**config.mk**
```make
export PLATFORM = sky130hd
export DESIGN_NAME = key_schedule_ctrl
export DESIGN_NICKNAME = d
export VERILOG_FILES = /design/src/rtl/key_schedule_ctrl.sv
export SDC_FILE = /design/constraint.sdc
export NUM_CORES = 2
export LEC_CHECK = 0
export CORE_MARGIN = 3
export CORE_UTILIZATION = 50
export DETAILED_ROUTE_END_ITERATION = 16
export HOLD_SLACK_MARGIN = 0.08
export PLACE_DENSITY = 0.65
export SLEW_MARGIN = 20
export SYNTH_ARGS = -nofsm -noshare
export SYNTH_HDL_FRONTEND = slang
export SYNTH_SLANG_ARGS = --single-unit
```
**constraint.sdc**
```tcl
create_clock -name clock -period 26 [get_ports clock]
set_input_delay 5.2 -clock clock [delete_from_list [all_inputs] [get_ports clock]]
set_output_delay 5.2 -clock clock [all_outputs]
set_load 0.005 [all_outputs]
```
**src/rtl/key_schedule_ctrl.sv**
```systemverilog
// Iterative AES-128 key-schedule controller: one shared expansion step sequenced over
// NUM_ROUNDS cycles, with an indexed round-key buffer readable as soon as each key lands.
module key_schedule_ctrl #(
  parameter int unsigned NUM_ROUNDS = 10
) (
  input  logic         clock,
  input  logic         reset,
  input  logic         i_key_valid,
  output logic         o_key_ready,
  input  logic [127:0] i_key,
  output logic         o_busy,
  output logic         o_keys_valid,
  input  logic         i_rk_req,
  input  logic [3:0]   i_rk_idx,
  output logic         o_rk_valid,
  output logic [127:0] o_round_key,
  output logic         o_rk_err
);

  localparam int unsigned Depth = NUM_ROUNDS + 1;
  localparam int unsigned IdxW  = $clog2(Depth);
  localparam logic [3:0]  LastRound = 4'(NUM_ROUNDS);

  // Byte x of the S-box lives at bits [{~x, 3'b000} +: 8].
  localparam logic [2047:0] SboxTable = {
    128'h637c777bf26b6fc53001672bfed7ab76, 128'hca82c97dfa5947f0add4a2af9ca472c0,
    128'hb7fd9326363ff7cc34a5e5f171d83115, 128'h04c723c31896059a071280e2eb27b275,
    128'h09832c1a1b6e5aa0523bd6b329e32f84, 128'h53d100ed20fcb15b6acbbe394a4c58cf,
    128'hd0efaafb434d338545f9027f503c9fa8, 128'h51a3408f929d38f5bcb6da2110fff3d2,
    128'hcd0c13ec5f974417c4a77e3d645d1973, 128'h60814fdc222a908846eeb814de5e0bdb,
    128'he0323a0a4906245cc2d3ac629195e479, 128'he7c8376d8dd54ea96c56f4ea657aae08,
    128'hba78252e1ca6b4c6e8dd741f4bbd8b8a, 128'h703eb5664803f60e613557b986c11d9e,
    128'he1f8981169d98e949b1e87e9ce5528df, 128'h8ca1890dbfe6426841992d0fb054bb16
  };

  typedef enum logic [1:0] {StIdle, StExpand, StReady} state_e;

  function automatic logic [7:0] sbox(input logic [7:0] x);
    logic [10:0] pos;
    pos = {~x, 3'b000};
    return SboxTable[pos +: 8];
  endfunction

  function automatic logic [7:0] rcon(input logic [3:0] k);
    case (k)
      4'd1:    return 8'h01;
      4'd2:    return 8'h02;
      4'd3:    return 8'h04;
      4'd4:    return 8'h08;
      4'd5:    return 8'h10;
      4'd6:    return 8'h20;
      4'd7:    return 8'h40;
      4'd8:    return 8'h80;
      4'd9:    return 8'h1b;
      4'd10:   return 8'h36;
      default: return 8'h00;
    endcase
  endfunction

  state_e         state_q;
  logic [3:0]     wr_cnt_q;
  logic [127:0]   work_q;
  logic [127:0]   key_buf [Depth];
  logic           key_ready_q;

  logic           accept;
  logic           rd_ok;
  logic [31:0]    w0, w1, w2, w3;
  logic [31:0]    rot_w, sub_w, t_w;
  logic [31:0]    n0, n1, n2, n3;
  logic [127:0]   next_key;

  assign o_key_ready = key_ready_q;
  assign accept      = i_key_valid && key_ready_q;
  // An accept in the same cycle invalidates the buffer, so it always wins over a read.
  assign rd_ok       = i_rk_req && !accept && (i_rk_idx < wr_cnt_q) && (i_rk_idx <= LastRound);

  // Expansion step works from the dedicated working register, never the buffer.
  assign {w0, w1, w2, w3} = work_q;
  assign rot_w    = {w3[23:0], w3[31:24]};
  assign sub_w    = {sbox(rot_w[31:24]), sbox(rot_w[23:16]), sbox(rot_w[15:8]), sbox(rot_w[7:0])};
  assign t_w      = sub_w ^ {rcon(wr_cnt_q), 24'h000000};
  assign n0       = w0 ^ t_w;
  assign n1       = w1 ^ n0;
  assign n2       = w2 ^ n1;
  assign n3       = w3 ^ n2;
  assign next_key = {n0, n1, n2, n3};

  always_ff @(posedge clock or negedge reset) begin
    if (!reset) begin
      state_q      <= StIdle;
      wr_cnt_q     <= 4'd0;
      work_q       <= 128'd0;
      key_ready_q  <= 1'b1;
      o_busy       <= 1'b0;
      o_keys_valid <= 1'b0;
      o_rk_valid   <= 1'b0;
      o_rk_err     <= 1'b0;
      o_round_key  <= 128'd0;
    end else begin
      o_rk_valid <= rd_ok;
      o_rk_err   <= i_rk_req && !rd_ok;
      if (rd_ok) begin
        o_round_key <= key_buf[i_rk_idx[IdxW-1:0]];
      end
      case (state_q)
        StIdle, StReady: begin
          if (accept) begin
            state_q      <= StExpand;
            wr_cnt_q     <= 4'd1;
            work_q       <= i_key;
            key_ready_q  <= 1'b0;
            o_busy       <= 1'b1;
            o_keys_valid <= 1'b0;
          end
        end
        StExpand: begin
          work_q   <= next_key;
          wr_cnt_q <= wr_cnt_q + 4'd1;
          if (wr_cnt_q == LastRound) begin
            state_q      <= StReady;
            key_ready_q  <= 1'b1;
            o_busy       <= 1'b0;
            o_keys_valid <= 1'b1;
          end
        end
        default: state_q <= StIdle;
      endcase
    end
  end

  // Buffer contents are never exposed before being written, so it needs no reset.
  always_ff @(posedge clock) begin
    if (accept) begin
      key_buf[0] <= i_key;
    end else if (state_q == StExpand) begin
      key_buf[wr_cnt_q[IdxW-1:0]] <= next_key;
    end
  end

endmodule

```
==> results <==
- The final route contains between 50000 and 60000 vias.
- The H-tree generated during clock tree synthesis spans 4 levels.
- The reg2reg setup slack is 19.75 ns.
- At the pin with the least slew margin, the transition time is 1.16 ns.
- The number of failing setup endpoints in the final timing report is 0.
- Entering global routing, the biggest net connects about 130 pins.
- The max-cap check violation count is 0.
- The chip width is 416 um.
- The first global-routing pass estimated around 400 mm of wire.
- Detailed placement ended at an HPWL of between 150 and 200 mm.
- The via density per instance is 6.62.
- STA classifies the critical path startpoint as an input pin.
- The path with the worst hold slack has its endpoint at o_round_key[107]$_DFFE_PN0P_.
- Counting both buffers and inverters, the worst setup path holds a total of 2.
- After the first detailed-routing iteration, the DRC count stood at between 8000 and 9000.
- The critical path goes through clkdlybuf4s50_1, nand2_1, nand2_4, buf_4, nor4_1, and2_1, o41ai_1, nand4_1, nor2_1.
- The total count of hold-check failures in the final report was 0.
- The total wire length after detailed routing is ~280 mm.
- Synthesis produced 6667 cells.
- The origin of the worst min-delay path is o_round_key[107]$_DFFE_PN0P_.
- The net total in the final layout is between 6000 and 7000.
- The count of hold buffers inserted by post-cts repair is 0.
- The filler cell count is ~13000.
- On the critical path the largest part of the delay comes from simple AND/OR/NAND/NOR gates.
- Clock tree synthesis found a total of ~1700 sinks.
- The worst setup path is captured at a flip-flop.
- The number of gates resized after CTS was 0.
- The fraction of registers with async set/reset is between 15 and 20%.
- Relative to the synthesized area, the layout overhead comes to 12.0%.
- In this run, CTS created clock tree buffers numbering between 150 and 200.
- The core area is ~0.17 mm^2.
- The endpoint identified for the worst register-to-register timing path is key_buf[4][90]$_DFFE_PP_.
- Yosys printed 0 warnings.
- The number of nets in the synthesized netlist is about 7000.
- The clock-pin slew of the registers on the worst-case setup and hold paths is 0.06 ns.
- The share of the yosys chip area belonging to registers is between 50% and 60%.
- The detailed-routing iteration count for the pre-antenna-repair pass is 8.
- The flow ran to the end, and the final reports show no timing, DRC or antenna violations.
- Buffers added to address setup during post-CTS repair amount to 0.
- The class of the tightest hold or removal check is flip-flop to flip-flop.
- Subtracting the final worst setup slack from the clock period gives between 8 and 9 ns.
- The number of cells on the worst reg-to-reg path is 12.
- For this run, the leading register cell type out of synthesis is edfxtp_1.
- By area the synthesized netlist is led by edfxtp_1 (50%), dfrtp_1 (7.9%), mux4_2 (7.8%).
- The count of nets left with antenna violations after detail routing is 0.
- Routability-driven placement finished with a final weighted congestion of just over 1.
- The count of boundary I/O pins is between 200 and 300.
- The via count of the first global-routing pass was between 50000 and 60000.
- In this run the tightest slew margin relative to its limit is 22.0%.
- Setup repair after global routing left no endpoint under its margin.
- At the later pin of the worst-skew pair, clock insertion delay measures between 0.8 and 0.9 ns.
- In the routed design, unresolved DRC markers number 0.
- In the global route stage, overall resource usage came out at 31.5%.
- The top cell type by area accounts for about half of the synthesized area.
- For this design, the slowest cell found on the critical path is nand2_4.
- In the final layout, the share of cells above drive strength 1 is 13.1%.
- The worst hold path depth is 2.
- The maximum number of buffers from clock root to sink is 3.
- The height of the die is roughly 420 um.
- The number of buffers added on ports is between 200 and 300.
- The starting utilization of the core area is ~51%.
- TritonCTS built the clock tree.
- The cell at the root of the clock tree is clkbuf_16.
- The worst setup skew after layout is roughly 0.034 ns.
- The critical path data required time is approximately 26 ns.
- In this run, distinct cell masters in the synthesized netlist total approximately 110.
- In this run, synthesis inferred around 1400 flip-flops with an integrated enable.
- In this run the critical register-to-register path is launched from work_q[16]$_DFFE_PN0P_.
- The count of pins over their slew limit is 0.
- The biggest area contributor in the post-synthesis netlist is edfxtp_1.
- The fmax is between 0.1 and 0.15 GHz.
- Setup total negative slack on the finished layout was measured at 0 ns.
- Row generation in the floorplan step produced approximately 150 rows.
- The remaining global-route overflow is 0.
- In this run the worst path has a maximum fanout of 80.
- The final critical path takes up 33.2% of the cycle.
- The post-synthesis instance area is between 0.08 and 0.09 mm^2.
- The arrival time of data at the critical path endpoint is about 9.1 ns.
- The average cell area after synthesis is between 10 and 15 um^2.
- The class of the most critical setup path is input pin to flip-flop.
- The overall die area is ~0.17 mm^2.
- The flip-flop and latch count after synthesis is around 1700.
- The largest single stage delay on the critical path is 0.80 ns.
- The number of antenna violations at the first check in global routing was 5.
- After detailed routing, the average wire length per cell comes to 30.6 um.
[per-layer routing]
metal / wire, um / global-route usage (%)
met1: 110000 / 43.3
met2: 126000 / 48.0
met3: 23800 / 6.07
met4: 16600 / 16.0
met5: 0 / 0
[logic make-up (layout without fill, tap and decap cells)]
| kind of cell | after synthesis | count (layout) | synth area share [%] |
|---|---|---|---|
| mux | 625 | 625 | 11.8 |
| simple gates | 1815 | 1815 | 10.3 |
| buf+inv | 646 | 829 | 3.26 |
| flops | 1675 | 1675 | 58.3 |
| compound gates | 1670 | 1670 | 13.2 |
| xor+xnor | 169 | 169 | 2.14 |
| fa+ha+maj | 67 | 67 | 1.01 |
| other cells | 0 | 6 | 0 |
[worst register-to-register path, delay by kind of cell, from the launching register on]
family | cells | cell delay (ns)
AO/OA/AOI/OAI | 4 | 1.59
XOR/XNOR | 2 | 1.09
adder cells (fa/ha/maj) | 1 | 0.97
buffers and inverters | 2 | 0.84
AND/OR/NAND/NOR | 2 | 0.57
multiplexers | 1 | 0.48
flip-flops | 1 | 0.32
[final cells by class]
class | count | area, um^2 | share of cell area [%]
diodes | 6 | 15.0 | 0.0160
clock buffers | 225 | 4550 | 4.84
clock inverters | 87 | 774 | 0.824
inverters | 68 | 255 | 0.272
multi-input cells | 4346 | 32500 | 34.6
flip-flops and latches | 1675 | 49000 | 52.1
well taps | 2189 | 2740 | 2.91
repair buffers | 449 | 4180 | 4.45
[how the worst max path moves through the flow]
stage,from,depth (start not counted),slack [ns],to
global route,i_key_valid,9,17.15,key_buf[4][31]$_DFFE_PP_
detailed placement,i_rk_idx[0],9,16.66,o_round_key[16]$_DFFE_PN0P_
finish,i_key_valid,9,17.38,key_buf[10][31]$_DFFE_PP_
global placement,i_rk_idx[0],9,16.68,o_round_key[4]$_DFFE_PN0P_
CTS,i_rk_idx[0],9,17.50,o_round_key[4]$_DFFE_PN0P_
floorplan,i_key_valid,5,10.40,key_buf[8][0]$_DFFE_PP_
[per-stage QoR]
step	hold WS [ns]	util, %	area (um^2)	std cells	setup WS [ns]
after global routing	0.509	56.6	94000	9039	17.15
after floorplan	0.463	-	83900	6667	10.40
after global placement	0.462	53.4	88500	8725	16.68
final	0.477	56.6	94000	9045	17.38
after detailed placement	0.471	53.4	88600	8727	16.66
after CTS	0.484	56.6	93900	9039	17.50
[Yosys cell counts, drive strengths merged, types with 49 or more instances]
cell	count
clkbuf	344
dfrtp	266
nand3	143
edfxtp	1408
a22oi	65
mux4	292
o211ai	68
a221o	69
nor2	322
nand2	715
xnor2	105
ha	66
o21ai	590
nand2b	119
inv	63
a31oi	49
buf	234
nor3	135
mux2i	308
nor2b	96
xor2	49
a21oi	316
[flip-flops by register name (all words and copies together), names as in the netlist]
name and cells:
o_round_key 128, wr_cnt_q 4, o_key_ready 1, o_rk_err 1, o_busy 1, key_buf 1408
work_q 128, state_q 2, o_keys_valid 1, o_rk_valid 1
[layout by cell type, fill, tap and decap left out, types with 37 or more instances in the layout]
cell type	n
a21oi_1	311
nor3_1	133
clkbuf_1	44
a221o_1	69
mux4_2	292
clkdlybuf4s50_1	263
xnor2_1	96
buf_4	172
inv_1	54
ha_1	66
a211oi_1	45
nand4_1	38
nand2b_1	118
nand2_1	711
xor2_1	45
clkbuf_16	168
a31oi_1	49
o211ai_1	68
a311oi_1	38
edfxtp_1	1408
nor3b_1	43
a22oi_1	64
o21ai_1	37
mux2i_1	308
a21o_1	39
o21ai_0	533
nor2_1	309
dfrtp_1	254
o311ai_0	41
nand3_1	142
nor2b_1	95
Power is not shown: default switching activity piles up to over one toggle a cycle in this logic, so the estimate is an artifact.
